<file path="src/rtl/can_rx_frame_decoder.sv">
// CAN receive frame decoder: de-stuffing, CRC-15 check, error detection and frame-valid handshake.
// Optional ACK drive logic is built only when CAN_RX_ACK_DRIVE_EN is defined.
module can_rx_frame_decoder #(
    parameter int MAX_BYTES    = 8,
    parameter int RECOVER_BITS = 11,
    parameter int INT_BITS     = 3
) (
    input  logic                   SP,
    input  logic                   reset,
    input  logic                   RX,
    output logic                   frame_valid,
    output logic                   IDE,
    output logic                   RTR,
    output logic [28:0]            IDF,
    output logic [3:0]             DLC,
    output logic [8*MAX_BYTES-1:0] DATA,
    output logic                   err_stuff,
    output logic                   err_crc,
    output logic                   err_form,
    output logic                   F_OVRLD,
    output logic                   busy,
    output logic                   tx_ack
);

    typedef enum logic [4:0] {
        IDLE, ID_A, RTR_SRR, IDE_BIT, ID_B, RTR_EXT, R1, R0, DLC_S, DATA_S,
        CRC_S, CRC_DEL, ACK_SLOT, ACK_DEL, EOF_S, INTER, ERROR
    } state_t;

    state_t state_reg, state_next;
    logic [7:0]  cnt_reg, cnt_next;
    logic [2:0]  run_reg, run_next;
    logic        last_reg, last_next;
    logic [14:0] crc_reg, crc_next;
    logic [14:0] crc_rx_reg, crc_rx_next;
    logic        crc_bad_reg, crc_bad_next;
    logic [28:0] id_reg, id_next;
    logic        ide_reg, ide_next;
    logic        rtr_reg, rtr_next;
    logic [3:0]  dlc_reg, dlc_next;
    logic [7:0]  nbits_reg, nbits_next;
    logic [8*MAX_BYTES-1:0] data_reg, data_next;

    logic        frame_valid_reg, valid_next;
    logic        err_stuff_reg, err_stuff_next;
    logic        err_form_reg, err_form_next;
    logic        err_crc_reg, err_crc_next;
    logic        ovrld_reg, ovrld_next;
    logic        ide_out_reg, rtr_out_reg;
    logic [28:0] idf_out_reg;
    logic [3:0]  dlc_out_reg;
    logic [8*MAX_BYTES-1:0] data_out_reg;

    logic        destuff_active, bit_ok, sof, data_we, sof_clear;
    logic        crc_fb;
    logic [14:0] crc_step;
    logic [3:0]  dlc_full;

    assign crc_fb   = RX ^ crc_reg[14];
    assign crc_step = {crc_reg[13:0], 1'b0} ^ (crc_fb ? 15'h4599 : 15'h0000);
    assign dlc_full = {dlc_reg[2:0], RX};

    always_comb begin
        state_next     = state_reg;
        cnt_next       = cnt_reg;
        run_next       = run_reg;
        last_next      = last_reg;
        crc_next       = crc_reg;
        crc_rx_next    = crc_rx_reg;
        crc_bad_next   = crc_bad_reg;
        id_next        = id_reg;
        ide_next       = ide_reg;
        rtr_next       = rtr_reg;
        dlc_next       = dlc_reg;
        nbits_next     = nbits_reg;
        valid_next     = 1'b0;
        err_stuff_next = 1'b0;
        err_form_next  = 1'b0;
        err_crc_next   = 1'b0;
        ovrld_next     = 1'b1;
        data_we        = 1'b0;
        sof_clear      = 1'b0;
        sof            = 1'b0;
        bit_ok         = 1'b1;

        // A stuff bit can still follow the last CRC bit, so CRC_DEL joins the stuffed region when a run is pending.
        destuff_active = (state_reg inside {ID_A, RTR_SRR, IDE_BIT, ID_B, RTR_EXT, R1, R0,
                                            DLC_S, DATA_S, CRC_S})
                         || (state_reg == CRC_DEL && run_reg == 3'd5);
        if (destuff_active) begin
            if (run_reg == 3'd5) begin
                bit_ok = 1'b0;
                if (RX == last_reg) begin
                    err_stuff_next = 1'b1;
                    state_next     = ERROR;
                end else begin
                    run_next  = 3'd1;
                    last_next = RX;
                end
            end else begin
                run_next  = (RX == last_reg) ? run_reg + 3'd1 : 3'd1;
                last_next = RX;
            end
        end

        if (bit_ok) begin
            case (state_reg)
                IDLE: sof = ~RX;
                ID_A: begin
                    crc_next = crc_step;
                    id_next  = {id_reg[27:0], RX};
                    if (cnt_reg == 8'd10) begin
                        state_next = RTR_SRR;
                        cnt_next   = '0;
                    end else cnt_next = cnt_reg + 8'd1;
                end
                RTR_SRR: begin
                    crc_next   = crc_step;
                    rtr_next   = RX;
                    state_next = IDE_BIT;
                end
                IDE_BIT: begin
                    crc_next   = crc_step;
                    ide_next   = RX;
                    state_next = RX ? ID_B : R0;
                    cnt_next   = '0;
                end
                ID_B: begin
                    crc_next = crc_step;
                    id_next  = {id_reg[27:0], RX};
                    if (cnt_reg == 8'd17) begin
                        state_next = RTR_EXT;
                        cnt_next   = '0;
                    end else cnt_next = cnt_reg + 8'd1;
                end
                RTR_EXT: begin
                    crc_next   = crc_step;
                    rtr_next   = RX;
                    state_next = R1;
                end
                R1: begin
                    crc_next   = crc_step;
                    state_next = R0;
                end
                R0: begin
                    crc_next   = crc_step;
                    state_next = DLC_S;
                    cnt_next   = '0;
                end
                DLC_S: begin
                    crc_next = crc_step;
                    dlc_next = dlc_full;
                    if (cnt_reg == 8'd3) begin
                        nbits_next = dlc_full[3] ? 8'd64 : {2'b00, dlc_full[2:0], 3'b000};
                        state_next = (rtr_reg || dlc_full == 4'd0) ? CRC_S : DATA_S;
                        cnt_next   = '0;
                    end else cnt_next = cnt_reg + 8'd1;
                end
                DATA_S: begin
                    crc_next = crc_step;
                    data_we  = 1'b1;
                    if (cnt_reg == nbits_reg - 8'd1) begin
                        state_next = CRC_S;
                        cnt_next   = '0;
                    end else cnt_next = cnt_reg + 8'd1;
                end
                CRC_S: begin
                    crc_rx_next = {crc_rx_reg[13:0], RX};
                    if (cnt_reg == 8'd14) begin
                        crc_bad_next = ({crc_rx_reg[13:0], RX} != crc_reg);
                        state_next   = CRC_DEL;
                        cnt_next     = '0;
                    end else cnt_next = cnt_reg + 8'd1;
                end
                CRC_DEL: begin
                    if (!RX) begin
                        err_form_next = 1'b1;
                        state_next    = ERROR;
                    end else state_next = ACK_SLOT;
                end
                ACK_SLOT: state_next = ACK_DEL;
                ACK_DEL: begin
                    if (!RX) begin
                        err_form_next = 1'b1;
                        state_next    = ERROR;
                    end else if (crc_bad_reg) begin
                        err_crc_next = 1'b1;
                        state_next   = ERROR;
                    end else begin
                        state_next = EOF_S;
                        cnt_next   = '0;
                    end
                end
                EOF_S: begin
                    if (!RX) begin
                        err_form_next = 1'b1;
                        state_next    = ERROR;
                    end else if (cnt_reg == 8'd6) begin
                        valid_next = 1'b1;
                        state_next = INTER;
                        cnt_next   = '0;
                    end else cnt_next = cnt_reg + 8'd1;
                end
                INTER: begin
                    if (!RX) begin
                        if (cnt_reg == 8'(INT_BITS - 1)) sof = 1'b1;
                        else begin
                            ovrld_next = 1'b0;
                            state_next = ERROR;
                        end
                    end else if (cnt_reg == 8'(INT_BITS - 1)) begin
                        state_next = IDLE;
                        cnt_next   = '0;
                    end else cnt_next = cnt_reg + 8'd1;
                end
                ERROR: begin
                    if (!RX) cnt_next = '0;
                    else if (cnt_reg == 8'(RECOVER_BITS - 1)) begin
                        state_next = IDLE;
                        cnt_next   = '0;
                    end else cnt_next = cnt_reg + 8'd1;
                end
                default: state_next = IDLE;
            endcase
        end

        // SOF is a dominant bit fed into a zero CRC register, so the register simply stays zero.
        if (sof) begin
            state_next   = ID_A;
            cnt_next     = '0;
            run_next     = 3'd1;
            last_next    = 1'b0;
            crc_next     = '0;
            crc_bad_next = 1'b0;
            id_next      = '0;
            ide_next     = 1'b0;
            rtr_next     = 1'b0;
            dlc_next     = '0;
            sof_clear    = 1'b1;
        end

        if (state_next == ERROR && state_reg != ERROR) cnt_next = '0;
    end

    // Bytes past MAX_BYTES have no lane and are dropped; they were already fed to the CRC.
    for (genvar gi = 0; gi < MAX_BYTES; gi++) begin : g_lane
        assign data_next[gi*8 +: 8] = sof_clear ? 8'h00 :
                                      (data_we && cnt_reg[5:3] == 3'(gi)) ? {data_reg[gi*8 +: 7], RX} :
                                      data_reg[gi*8 +: 8];
    end

    always_ff @(posedge SP) begin
        if (reset) begin
            state_reg       <= IDLE;
            cnt_reg         <= '0;
            run_reg         <= '0;
            last_reg        <= 1'b0;
            crc_reg         <= '0;
            crc_rx_reg      <= '0;
            crc_bad_reg     <= 1'b0;
            id_reg          <= '0;
            ide_reg         <= 1'b0;
            rtr_reg         <= 1'b0;
            dlc_reg         <= '0;
            nbits_reg       <= '0;
            data_reg        <= '0;
            frame_valid_reg <= 1'b0;
            err_stuff_reg   <= 1'b0;
            err_form_reg    <= 1'b0;
            err_crc_reg     <= 1'b0;
            ovrld_reg       <= 1'b1;
            ide_out_reg     <= 1'b0;
            rtr_out_reg     <= 1'b0;
            idf_out_reg     <= '0;
            dlc_out_reg     <= '0;
            data_out_reg    <= '0;
        end else begin
            state_reg       <= state_next;
            cnt_reg         <= cnt_next;
            run_reg         <= run_next;
            last_reg        <= last_next;
            crc_reg         <= crc_next;
            crc_rx_reg      <= crc_rx_next;
            crc_bad_reg     <= crc_bad_next;
            id_reg          <= id_next;
            ide_reg         <= ide_next;
            rtr_reg         <= rtr_next;
            dlc_reg         <= dlc_next;
            nbits_reg       <= nbits_next;
            data_reg        <= data_next;
            frame_valid_reg <= valid_next;
            err_stuff_reg   <= err_stuff_next;
            err_form_reg    <= err_form_next;
            err_crc_reg     <= err_crc_next;
            ovrld_reg       <= ovrld_next;
            if (valid_next) begin
                ide_out_reg  <= ide_reg;
                rtr_out_reg  <= rtr_reg;
                idf_out_reg  <= id_reg;
                dlc_out_reg  <= dlc_reg;
                data_out_reg <= data_reg;
            end
        end
    end

    assign frame_valid = frame_valid_reg;
    assign IDE         = ide_out_reg;
    assign RTR         = rtr_out_reg;
    assign IDF         = idf_out_reg;
    assign DLC         = dlc_out_reg;
    assign DATA        = data_out_reg;
    assign err_stuff   = err_stuff_reg;
    assign err_form    = err_form_reg;
    assign err_crc     = err_crc_reg;
    assign F_OVRLD     = ovrld_reg;
    assign busy        = (state_reg != IDLE);

`ifdef CAN_RX_ACK_DRIVE_EN
    // Reaching ACK_SLOT already implies no stuff error, so only the CRC result gates the ACK.
    assign tx_ack = !(state_reg == ACK_SLOT && !crc_bad_reg);
`else
    assign tx_ack = 1'b1;
`endif

endmodule

</file>
<file path="config.mk">
export PLATFORM = sky130hd
export DESIGN_NAME = can_rx_frame_decoder
export DESIGN_NICKNAME = d
export VERILOG_FILES = /design/src/rtl/can_rx_frame_decoder.sv
export SDC_FILE = /design/constraint.sdc
export NUM_CORES = 1
export LEC_CHECK = 0
export CORE_AREA = 5 5 158 160
export CTS_BUF_LIST = sky130_fd_sc_hd__clkbuf_8
export CTS_CLUSTER_SIZE = 10
export DETAILED_ROUTE_END_ITERATION = 8
export DIE_AREA = 0 0 163 165
export PLACE_DENSITY = 0.69
export SYNTH_ARGS = -nofsm -noshare
export SYNTH_HDL_FRONTEND = slang
export SYNTH_SLANG_ARGS = --single-unit
</file>
<file path="constraint.sdc">
create_clock -name SP -period 2.3 [get_ports SP]
set_input_delay 0.23 -clock SP [delete_from_list [all_inputs] [get_ports SP]]
set_output_delay 0.23 -clock SP [all_outputs]
set_load 0.02 [all_outputs]
</file>
# == Word-level counts from Yosys, hierarchy flattened ==
# Cells that the tools add are included.
# word_totals
input_bits,3
register_bits,258
word_cells,187
out_inout_bits,106
# op_classes
eq_ne,41
reduce_logical,42
bitwise,9
mux,61
add_sub_neg,3
# ops
cell,count
$mux 5,20
$mux 8,12
$pmux 5 s17,1
$pmux 8 s10,1
$eq 5x4->1 const B,8
$eq 5x3->1 const B,4
$reduce_bool 10->1,2
$mux 1,19
$eq 8x2->1 const B,2
$eq 8x4->1 const B,2
$reduce_and 2->1,8
$eq 3x3->1 const B,5
$mux 15,1
$ne 15x15->1,1
$xor 15x15->15,1
$reduce_or 3->1,4
$eq 5x2->1 const B,2
$eq 5x5->1 const B,2
$logic_and 1x1->1,10
$ne 2x2->1 const B,5
$reduce_or 2->1,5
$mux 3,3
$reduce_or 9->1,1
$add 8x1->8 const B,1
other kinds (25),36

# == Depth between registers and ports, before layout ==
# depth
ltp_word,12
ltp_mapped,11
mapped_depth_nobuf,8

# == Least setup slack after synthesis ==
# Ideal clock, no wire load.
# synth_timing
kind,register to register
start,register state_reg[0]
end,register cnt_reg[3]
n_path_buf,2
period_less_slack_ns,2.381
slack_ns,-0.081
arrival_ns,2.242
stages_incl_launch_ff,9
required_ns,2.160
setup_ns,0.140
cell_sequence,dfxtp_1 -> buf_2 -> nor4_4 -> nor4b_1 -> buf_2 -> or4_4 -> or2_4 -> nor3_4 -> nor4_1
# synth_via
elab_chain_len,12
word_cells_on_any_way,53
classes_between,22 x eq/ne; 22 x mux; 9 x reduce/logical
# synth_lines
element,line_no,source
start: declaration,30,"state_t state_reg, state_next;"
start signal: assignment,278,state_reg <= state_next;
$eq 5x1->1 (tied with other cells),"87, 107",
$reduce_bool 10->1 / $logic_and 1x1->1 (equally long branches),"87, 89",
$logic_or 1x1->1,89,|| (state_reg == CRC_DEL && run_reg == 3'd5);
$mux 5,90,if (destuff_active) begin
$mux 5 (on tied branches),--,
$mux 5 (on tied branches),"217, 195, 205",
$pmux 5 s17,107,case (state_reg)
$mux 5,106,if (bit_ok) begin
$mux 5,228,if (sof) begin
$eq 5x5->1,242,if (state_next == ERROR && state_reg != ERROR) cnt_next = '0;
$logic_and 1x1->1,242,
$reduce_or 3->1 (no source line),--,
end signal: assignment,279,cnt_reg <= cnt_next;
end: declaration,31,"logic [7:0] cnt_reg, cnt_next;"
# Parallel ways exist; a longest one is shown, timed or not.
# A chain may end at the register's enable or synchronous reset.

# == Worst setup path in the final report ==
# layout_timing
start,register state_reg[3]
end,register data_reg[22]
# layout_via
elab_chain_len,7
word_cells_on_any_way,24
classes_between,12 x eq/ne; 6 x mux; 6 x reduce/logical
# layout_lines
element,line_no,source
$eq 5x1->1 (tied with other cells),87,"destuff_active = (state_reg inside {ID_A, RTR_SRR, IDE_BIT, ID_B, RTR_EXT, R1, R0,"
$reduce_bool 10->1 / $logic_and 1x1->1 (equally long branches),"87, 89",
$logic_or 1x1->1,89,
$mux 1,90,
$mux 1,106,
$mux 1,228,
$reduce_or 2->1 (no source line),--,
end signal: assignment,290,data_reg <= data_next;
end: declaration,42,"logic [8*MAX_BYTES-1:0] data_reg, data_next;"
# Parallel ways exist; a longest one is shown, timed or not.

==> out/qor.yml <==
status: "finished clean"
dp_slack_ns: -0.1026
critPathCaptureType: "flop"
grt_max_degree: 74
multiInputGateArea_um2: 5091
cp_data_arrival_time_ns: 2.65
n_antenna_cell: 0
finClkSkew_ns: 0.04771
critPathSlowestCell: "or3_4"
cts_buffer_depth: 3
htree_num_levels: 2
power_density_nw_per_um2: 670.3
remaining_drc_errors: 0
synth_area_um2: 10530
register_area_um2: 5094
die_w_um: 163
cts_tree: "built"
path_cells: "or3b_4 > or2_4 > or3_4 > nor3b_2 > buf_6 > mux2i_1 > nor2_1"
syn_nets: 1305
io_buffers: 107
grt_overflow: 0
final_cell_mix: "nand2_1 (325), dfxtp_1 (249), a21oi_1 (194), clkdlybuf4s50_1 (105), nor2_1 (98)"
synth_compound_area_share_pct: 14.17
synth_edf_count: 0
final-hold-violation-count: 0
core_area_um2: 23260
synth_cells: 1296
layout_setup_ws_ns: 0.06832
globalplace.congestion: 0.9312
cp_max_fo: 8
fmax_mhz: 448.1
dieHeight_um: 165
crit_path_max_incr_delay_ns: 0.41
wl_per_cell_um: 15.08
worstHoldPathType: "flop to flop"
first_iter_violations: 743
fin_crit_sh_pct: 97.03
cp-start-kind: "flop"
grt_pass1_vias: 8757
clkTransAtPathRegs_ns: 0.07
synth.avg_cell_area_um2: 8.127
finalSetupViolCount: 0
io_pins: 109
max-slew-margin-rel_pct: 55.51
synth_cell_type_count: 70
drv_slew: 0
leakagePower_nw: 4.882
synth_top_family_by_area: "simple AND/OR/NAND/NOR gates"
worst_pin_slew_ns: 0.6626
routed_wl_um: 27170
clk_latency_ns: 0.57
grt_setup_unrepaired: "true"
cp.required_ns: 2.72
fillers: 2124
drive_above_1_share_pct: 13.76
ys_async_sr_fraction_pct: 0
synth-xor-area-share_pct: 2.578
fin_crit_ns: 2.232
clockRootBuffer: "clkbuf_8"
total_power_mw: 9.073
maxCapViolations: 0
fin_nets: 1461
cts_buffers: 43
synth.area.mux_share_pct: 6.082
ys_warn_count: 0
area_delta_synth_final_pct: 28.51
drt_pre_antenna_iters: 5
ir_drop_mv: 0.5033
ant_nets: 0
antenna_found_initial: 0
place_hpwl_um: 18340
initial_utilization_pct: 45.28
worstSetupPathType: "flop to flop"
grtUsageTotal_pct: 19.94
ys_ff_latch: 254
final_common_cell: "nand2_1"
synthFlopType: "dfxtp_1"
rows: 56
viasPerCell: 5.221
synth_fa_ha_area_share_pct: 0.7128
cts_sinks: 254
vias: 9408
die_area_um2: 26900
grt_pass1_wl_um: 44530
synthSimpleGateAreaFrac_pct: 23.97
seq_area_frac_synth_pct: 48.28
## metrics by stage
stage / util (%) / TNS, ns / cell area, µm² / hold slack, ns / std cells
global route: 58.19 / -0.03555 / 13540 / 0.4675 / 1802
detailed placement: 53.79 / -0.8153 / 12510 / 0.4441 / 1720
global placement: 53.79 / -1.108 / 12510 / 0.4415 / 1720
CTS: 57.77 / 0 / 13440 / 0.4326 / 1797
floorplan: - / -0.8691 / 10550 / 0.4312 / 1296
finish: 58.19 / 0 / 13540 / 0.4510 / 1802
## final timing paths
| path | startpoint | to | slack, ns | cells after the start |
|---|---|---|---|---|
| worst min register to register | data_reg[43] | data_reg[44] | 0.45 | 2 |
| worst max-delay path | state_reg[3] | data_reg[22] | 0.07 | 7 |
| worst min-delay path | data_reg[43] | data_reg[44] | 0.45 | 2 |
| worst max register to register | state_reg[3] | data_reg[22] | 0.07 | 7 |
## cell usage after synthesis (3+ instances only)
cell,number,area [µm²]
a211o_1,3,26.28
and2_1,3,18.77
a211oi_1,5,37.54
buf_1,9,33.78
or3_1,7,43.79
buf_4,3,22.52
nand4b_1,3,26.28
and3_1,7,43.79
o2111ai_1,4,35.03
nand2b_1,8,50.05
nor3b_1,5,37.54
nand3b_1,10,75.07
o211ai_1,9,67.56
nand2_1,329,1235
nand4_1,3,18.77
o21a_1,3,22.52
nor2_2,8,50.05
o22ai_1,4,25.02
a31oi_1,4,25.02
nor2_1,98,367.9
dfxtp_1,254,5085
nor4_1,11,68.82
buf_2,12,60.06
inv_1,13,48.80
xor2_1,22,192.7
nor2b_1,5,31.28
clkbuf_1,70,262.8
nand3_1,28,140.1
ha_1,6,75.07
o21ai_0,23,115.1
a21oi_1,195,975.9
xnor2_1,9,78.83
nor3_1,13,65.06
mux2i_1,64,640.6
## area by class of cell
cell class	instances	share of cell area, %
inverter	13	0.3605
tap	319	2.949
clock buffer	53	5.389
timing repair buffer	206	14.85
multi-input combinational	934	37.61
clock inverter	23	1.202
sequential	254	37.63
## critical path, delay by kind of cell, from the launching register on
| family | cells | cell delay (ns) |
|---|---|---|
| simple gates | 5 | 1.29 |
| flops | 1 | 0.38 |
| mux | 1 | 0.22 |
| buf+inv | 1 | 0.18 |
## cells by family after synthesis
family / after synthesis
xor gates and xnor gates: 31
and+or+nand+nor: 563
buffers and inverters: 108
AOI/OAI and AO/OA: 269
other: 1
DFF: 254
adders and majority gates: 6
muxes: 64
## metal layers
metal	GRT usage (%)	routed length, µm	up-vias
li1	-	-	4703
met1	27.10	12380	4391
met2	32.09	12430	266
met3	4.367	1744	48
met4	5.719	610	0
met5	0	0	-
## report_power, final
part | internal [mW] | switching [mW] | total [mW]
logic | 0.202 | 0.321 | 0.523
registers | 4.42 | 0.0182 | 4.44
clock network | 2.31 | 1.80 | 4.11
## repair_timing
action | CTS | global route
setup endpoints to repair | 64 | 76
buffers inserted | 0 | 5
hold buffers | 1 | 0
pin swaps | 1 | 5
hold endpoints to repair | 7 | 0
gates resized for setup | 10 | 17
(Power assumes the default switching activity.)
